==> src/rtl/multicycle_control_fsm.sv <==
// Multi-cycle RV32I control unit: Moore FSM sequencing fetch, decode, execute,
// memory and writeback, with memory handshake, sticky illegal-opcode trap and instret.
module multicycle_control_fsm #(
   parameter int MEM_HANDSHAKE = 1,
   parameter int CNT_W         = 32
) (
   input  logic             clk,
   input  logic             rst,
   input  logic [6:0]       opcode,
   input  logic [2:0]       funct3,
   input  logic             zero,
   input  logic             mem_ready,
   output logic             pc_write,
   output logic             adr_src,
   output logic             mem_read,
   output logic             mem_write,
   output logic             ir_write,
   output logic [1:0]       result_src,
   output logic [1:0]       alu_src_a,
   output logic [1:0]       alu_src_b,
   output logic [2:0]       imm_src,
   output logic [1:0]       alu_op,
   output logic             reg_write,
   output logic             illegal_instr,
   output logic [CNT_W-1:0] instret
);

   typedef enum logic [3:0] {
      S_FETCH    = 4'd0,
      S_DECODE   = 4'd1,
      S_MEMADR   = 4'd2,
      S_MEMREAD  = 4'd3,
      S_MEMWB    = 4'd4,
      S_MEMWRITE = 4'd5,
      S_EXEC_R   = 4'd6,
      S_EXEC_I   = 4'd7,
      S_LUI      = 4'd8,
      S_AUIPC    = 4'd9,
      S_JALR_ADR = 4'd10,
      S_JAL      = 4'd11,
      S_ALUWB    = 4'd12,
      S_BRANCH   = 4'd13,
      S_TRAP     = 4'd14
   } state_t;

   localparam logic [6:0] OP_LOAD   = 7'b0000011;
   localparam logic [6:0] OP_STORE  = 7'b0100011;
   localparam logic [6:0] OP_RTYPE  = 7'b0110011;
   localparam logic [6:0] OP_ITYPE  = 7'b0010011;
   localparam logic [6:0] OP_JAL    = 7'b1101111;
   localparam logic [6:0] OP_JALR   = 7'b1100111;
   localparam logic [6:0] OP_BRANCH = 7'b1100011;
   localparam logic [6:0] OP_LUI    = 7'b0110111;
   localparam logic [6:0] OP_AUIPC  = 7'b0010111;

   state_t           state_reg;
   state_t           state_next;
   logic [CNT_W-1:0] instret_reg;

   logic       mem_read_reg;
   logic       mem_write_reg;
   logic       adr_src_reg;
   logic [1:0] result_src_reg;
   logic [1:0] alu_src_a_reg;
   logic [1:0] alu_src_b_reg;
   logic [2:0] imm_src_reg;
   logic [1:0] alu_op_reg;
   logic       reg_write_reg;
   logic       illegal_reg;
   logic       fetch_reg;
   logic       jal_reg;
   logic       branch_reg;

   logic ready;
   logic unused_funct3;

   assign ready         = (MEM_HANDSHAKE != 0) ? mem_ready : 1'b1;
   assign unused_funct3 = ^funct3[2:1];

   always_comb begin
      state_next = S_FETCH;
      case (state_reg)
         S_FETCH:    state_next = ready ? S_DECODE : S_FETCH;
         S_DECODE: begin
            case (opcode)
               OP_LOAD,
               OP_STORE:  state_next = S_MEMADR;
               OP_RTYPE:  state_next = S_EXEC_R;
               OP_ITYPE:  state_next = S_EXEC_I;
               OP_JAL:    state_next = S_JAL;
               OP_JALR:   state_next = S_JALR_ADR;
               OP_BRANCH: state_next = S_BRANCH;
               OP_LUI:    state_next = S_LUI;
               OP_AUIPC:  state_next = S_AUIPC;
               default:   state_next = S_TRAP;
            endcase
         end
         S_MEMADR:   state_next = opcode[5] ? S_MEMWRITE : S_MEMREAD;
         S_MEMREAD:  state_next = ready ? S_MEMWB : S_MEMREAD;
         S_MEMWB:    state_next = S_FETCH;
         S_MEMWRITE: state_next = ready ? S_FETCH : S_MEMWRITE;
         S_EXEC_R:   state_next = S_ALUWB;
         S_EXEC_I:   state_next = S_ALUWB;
         S_LUI:      state_next = S_ALUWB;
         S_AUIPC:    state_next = S_ALUWB;
         S_JALR_ADR: state_next = S_JAL;
         S_JAL:      state_next = S_ALUWB;
         S_ALUWB:    state_next = S_FETCH;
         S_BRANCH:   state_next = S_FETCH;
         S_TRAP:     state_next = S_TRAP;
         default:    state_next = S_FETCH;
      endcase
   end

   // Output registers hold the decode of the state being entered, so they
   // resolve to the FETCH pattern on reset and are masked while rst is high.
   always_ff @(posedge clk or posedge rst) begin
      if (rst) begin
         state_reg      <= S_FETCH;
         instret_reg    <= '0;
         mem_read_reg   <= 1'b1;
         mem_write_reg  <= 1'b0;
         adr_src_reg    <= 1'b0;
         result_src_reg <= 2'b10;
         alu_src_a_reg  <= 2'b00;
         alu_src_b_reg  <= 2'b10;
         imm_src_reg    <= 3'b000;
         alu_op_reg     <= 2'b00;
         reg_write_reg  <= 1'b0;
         illegal_reg    <= 1'b0;
         fetch_reg      <= 1'b1;
         jal_reg        <= 1'b0;
         branch_reg     <= 1'b0;
      end else begin
         state_reg <= state_next;
         if (state_next == S_FETCH && state_reg != S_FETCH)
            instret_reg <= instret_reg + {{(CNT_W-1){1'b0}}, 1'b1};

         mem_read_reg   <= 1'b0;
         mem_write_reg  <= 1'b0;
         adr_src_reg    <= 1'b0;
         result_src_reg <= 2'b00;
         alu_src_a_reg  <= 2'b00;
         alu_src_b_reg  <= 2'b00;
         imm_src_reg    <= 3'b000;
         alu_op_reg     <= 2'b00;
         reg_write_reg  <= 1'b0;
         illegal_reg    <= 1'b0;
         fetch_reg      <= 1'b0;
         jal_reg        <= 1'b0;
         branch_reg     <= 1'b0;

         case (state_next)
            S_FETCH: begin
               mem_read_reg   <= 1'b1;
               result_src_reg <= 2'b10;
               alu_src_b_reg  <= 2'b10;
               fetch_reg      <= 1'b1;
            end
            S_DECODE: begin
               alu_src_a_reg <= 2'b01;
               alu_src_b_reg <= 2'b01;
               imm_src_reg   <= 3'b010;
            end
            S_MEMADR: begin
               alu_src_a_reg <= 2'b10;
               alu_src_b_reg <= 2'b01;
               imm_src_reg   <= opcode[5] ? 3'b001 : 3'b000;
            end
            S_MEMREAD: begin
               mem_read_reg <= 1'b1;
               adr_src_reg  <= 1'b1;
            end
            S_MEMWB: begin
               result_src_reg <= 2'b01;
               reg_write_reg  <= 1'b1;
            end
            S_MEMWRITE: begin
               mem_write_reg <= 1'b1;
               adr_src_reg   <= 1'b1;
            end
            S_EXEC_R: begin
               alu_src_a_reg <= 2'b10;
               alu_op_reg    <= 2'b10;
            end
            S_EXEC_I: begin
               alu_src_a_reg <= 2'b10;
               alu_src_b_reg <= 2'b01;
               alu_op_reg    <= 2'b10;
            end
            S_LUI: begin
               alu_src_a_reg <= 2'b11;
               alu_src_b_reg <= 2'b01;
               imm_src_reg   <= 3'b100;
            end
            S_AUIPC: begin
               alu_src_a_reg <= 2'b01;
               alu_src_b_reg <= 2'b01;
               imm_src_reg   <= 3'b100;
            end
            S_JALR_ADR: begin
               alu_src_a_reg <= 2'b10;
               alu_src_b_reg <= 2'b01;
            end
            S_JAL: begin
               alu_src_a_reg <= 2'b01;
               alu_src_b_reg <= 2'b10;
               jal_reg       <= 1'b1;
            end
            S_ALUWB: begin
               reg_write_reg <= 1'b1;
            end
            S_BRANCH: begin
               alu_src_a_reg <= 2'b10;
               alu_op_reg    <= 2'b01;
               branch_reg    <= 1'b1;
            end
            S_TRAP: begin
               illegal_reg <= 1'b1;
            end
            default: begin
               illegal_reg <= 1'b0;
            end
         endcase
      end
   end

   // funct3[0] flips the branch sense so BNE shares the BEQ compare.
   assign pc_write      = ((fetch_reg & ready) | jal_reg | (branch_reg & (zero ^ funct3[0]))) & ~rst;
   assign ir_write      = fetch_reg & ready & ~rst;
   assign mem_read      = mem_read_reg & ~rst;
   assign mem_write     = mem_write_reg & ~rst;
   assign adr_src       = adr_src_reg & ~rst;
   assign result_src    = result_src_reg & {2{~rst}};
   assign alu_src_a     = alu_src_a_reg & {2{~rst}};
   assign alu_src_b     = alu_src_b_reg & {2{~rst}};
   assign imm_src       = imm_src_reg & {3{~rst}};
   assign alu_op        = alu_op_reg & {2{~rst}};
   assign reg_write     = reg_write_reg & ~rst;
   assign illegal_instr = illegal_reg & ~rst;
   assign instret       = instret_reg;

endmodule
==> config.mk <==
export PLATFORM = sky130hd
export DESIGN_NAME = multicycle_control_fsm
export DESIGN_NICKNAME = d
export VERILOG_FILES = /design/src/rtl/multicycle_control_fsm.sv
export SDC_FILE = /design/constraint.sdc
export NUM_CORES = 1
export LEC_CHECK = 0
export ABC_AREA = 1
export BUFFER_PORTS_ARGS = -buffer_cell sky130_fd_sc_hd__buf_2
export CAP_MARGIN = 0
export CORE_UTILIZATION = 48
export CTS_CLUSTER_SIZE = 10
export DETAILED_ROUTE_END_ITERATION = 16
export PLACE_DENSITY = 0.76
export SYNTH_ARGS = -nofsm -noshare
export SYNTH_HDL_FRONTEND = slang
export SYNTH_SLANG_ARGS = --single-unit
==> constraint.sdc <==
create_clock -name clk -period 2.55 [get_ports clk]
set_input_delay 0.1275 -clock clk [delete_from_list [all_inputs] [get_ports clk]]
set_output_delay 0.1275 -clock clk [all_outputs]
set_load 0.03 [all_outputs]
==> results.sh <==
export IMPL_status="finished, final reports clean"
export IMPL_pwr_share_comb=0.471
export IMPL_diodes=0
export IMPL_cts_max_level=2
export IMPL_ios=64
export IMPL_synth_top_cell_area_share=0.384
export IMPL_numCtsBuffers=5
export IMPL_synth_edf_count=0
export IMPL_fp_coreArea_mm2=0.00649
export IMPL_initial_core_util=0.511
export IMPL_switching_power_mw=1.53
export IMPL_ir_drop_uv=587
export IMPL_fmax_mhz=478
export IMPL_ys_warn_count=0
export IMPL_path_clk_slew_ns=0.09
export IMPL_end_kind="flip-flop"
export IMPL_syn_area_mm2=0.00332
export IMPL_vias_per_cell=5.11
export IMPL_p_int_mw=1.73
export IMPL_hold_violations=0
export IMPL_post_layout_nonfiller_instances=605
export IMPL_critPathMostFrequentCell="nand2_1"
export IMPL_dieHeight_um=85.2
export IMPL_crit_buf_inv=3
export IMPL_crit_path_top_delay_cell="dfrtp_1"
export IMPL_area_growth_pct=14.4
export IMPL_yosys_cell_types_count=28
export IMPL_grt_use_total=0.226
export IMPL_route_detailed_drc=0
export IMPL_finClkSkew_ns=0.0133
export IMPL_min_period_over_period=0.821
export IMPL_root_buffer="clkbuf_8"
export IMPL_drv_slew=0
export IMPL_powerDensity_mw_per_mm2=857
export IMPL_busiest_layer="met2"
export IMPL_fp_dieW_um=85.2
export IMPL_ys_seq_elements=54
export IMPL_die_area_mm2=0.00725
export IMPL_post_drt_wl_per_cell_um=12.6
export IMPL_row_count=29
export IMPL_avgSynthCellArea_um2=7.13
export IMPL_worst_setup_path_start_kind="flip-flop"
export IMPL_final_nets=542
export IMPL_post_route_min_period_ns=2.09
export IMPL_rsz0062_at_grt="false"
export IMPL_critPathRequiredTime_ns=2.80
export IMPL_postRouteAntennaNets=0
export IMPL_insertion_delay_ns=0.31
export IMPL_synth_area_leader_cell="dfrtp_1"
export IMPL_ys_top_cells_by_area="dfrtp_1 (38%), nand2_1 (16%), nand3_1 (7.5%)"
export IMPL_syn_num_nets=481
export IMPL_grt_pass1_vias=2836
export IMPL_share_seq_of_total_power=0.347
export IMPL_synth_async_reset_ratio=1.00
export IMPL_drt_total_wl_mm=7.61
export IMPL_path_max_fanout=32
export IMPL_crit_family="simple AND/OR/NAND/NOR gates"
export IMPL_io_buffers=61
export IMPL_tightest_slew_ns=0.484
export IMPL_setup_violations=0
export IMPL_drive_gt1_frac=0.178
export IMPL_finalSetupTns_ns=0
export IMPL_cp_arrival_ns=2.34
export IMPL_yosysSeqAreaShare=0.408
export IMPL_grt_pass1_wl_mm=13.1
export IMPL_use_met1=0.320
export IMPL_via_count=3090
export IMPL_power_frac_clock=0.182
export IMPL_hp_class="input pin to flip-flop"
export IMPL_grt_overflow_total=0
export IMPL_dr_first_iter_drc_count=194
export IMPL_syn_inst=466
export IMPL_grtUsageMet2=0.360
export IMPL_critical_path_max_stage_delay_ns=0.44
export IMPL_synth_most_common_cell="nand2_1"
export IMPL_routabilityCongestion=0.977
export IMPL_cts_tree="yes"
export IMPL_placedCellCount=596
export IMPL_max_slew_margin=0.675
export IMPL_cts_sinks=54
export IMPL_swShare=0.469
export IMPL_drt_pass1_iter_count=4
export IMPL_grt_max_degree=34
export IMPL_cts_root_to_sink_buffers=2
export IMPL_antenna_found_initial=0
export IMPL_hpwl_mm=5.80
export IMPL_synthFlopType="dfrtp_1"
export IMPL_maxCapViolations=0
export IMPL_crit_type="flip-flop to flip-flop"
export IMPL_ys_top_cells_by_count="nand2_1 (141), nor2_1 (66), inv_1 (53), dfrtp_1 (51), nand3_1 (50)"
export IMPL_crit_chain="inv_2 -> nor2_4 -> inv_1 -> nor2_1 -> nand2_1 -> nand2_1 -> nor3_4 -> nand3_2 -> nor2_4 -> buf_4 -> nand3_1 -> nand2_1"
export IMPL_met3_usage=0.0379
export IMPL_postCtsSetupBuffers=0
export IMPL_largest_reg_flops=32
export IMPL_p_leak_nw=2.12
what timing repair did:
item / 4_1_cts / 5_1_grt
endpoints found under the hold margin: 11 / 0
resized for setup: 0 / 0
hold buffers: 1 / 0
logic make-up after synthesis:
family	after synthesis	share of synthesized area
adders and majority gates	1	0.00377
DFF	54	0.408
AOI/OAI and AO/OA	10	0.0170
and+or+nand+nor	300	0.400
xor gates and xnor gates	31	0.0818
buffers and inverters	70	0.0897
power groups by stage:
stage / Sequential, mW / Clock (mW) / Combinational (mW)
final: 1.13 / 0.594 / 1.53
after global placement: 1.14 / 0 / 1.49
after CTS: 1.13 / 0.604 / 1.53
after global routing: 1.15 / 0.633 / 1.71
after floorplan: 1.18 / 0 / 1.26
after detailed placement: 1.15 / 0 / 1.53
layer usage:
metal  vias up  share of wire
li1       1576              -
met5         -              0
met1      1396           0.47
met3        10          0.064
met2       108           0.45
met4         0          0.012
cell usage in the layout (no fill, tap or decap), drive strengths merged, types with 3 or more instances in the layout:
| master | count |
|---|---|
| nand2 | 143 |
| nor2 | 70 |
| buf | 65 |
| inv | 58 |
| nand3 | 54 |
| dfrtp | 51 |
| nor3 | 21 |
| xor2 | 20 |
| nand4 | 11 |
| xnor2 | 11 |
| clkbuf | 7 |
| a21oi | 5 |
| o21ai | 4 |
| dfstp | 3 |
worst register-to-register path: cells and delay by family, from the launching register on:
| kind | cells | cell delay [ns] |
|---|---|---|
| buf+inv | 3 | 0.54 |
| simple gates | 9 | 1.06 |
| flops | 1 | 0.44 |
cell type report:
type | instances | area, um2
clock buffer | 7 | 86.3
tap | 77 | 96.3
clock inverter | 1 | 30.0
inverter | 58 | 218
multi-input combinational | 342 | 1670
timing repair buffer | 66 | 345
sequential | 54 | 1360
fill | 592 | 2700
path summary, 6_finish.rpt:
check                                        start                        to  slack [ns]  cells after the start
max                         state_reg[1]$_DFF_PP0_   instret[23]$_DFFE_PP0P_        0.46                     12
min reg2reg                instret[31]$_DFFE_PP0P_   instret[31]$_DFFE_PP0P_        0.52                      2
min                                      opcode[5]  imm_src_reg[0]$_DFF_PP0_        0.15                      3
min in group asynchronous                      rst   reg_write_reg$_DFF_PP0_        0.48                      3
max in group asynchronous                      rst  imm_src_reg[2]$_DFF_PP0_        1.47                      4
max reg2reg                 state_reg[1]$_DFF_PP0_   instret[23]$_DFFE_PP0P_        0.46                     12
stage by stage:
stage	cell area (um2)	setup slack (ns)	power [mW]	utilization	hold WS (ns)
floorplan	3320	0.675	2.44	-	0.264
global placement	3670	0.519	2.64	0.565	0.251
detailed placement	3670	0.479	2.67	0.565	0.266
CTS	3800	0.453	3.27	0.585	0.146
global route	3800	0.226	3.49	0.585	0.167
finish	3800	0.456	3.25	0.585	0.155
No activity file was read; power rests on OpenSTA's default activity.
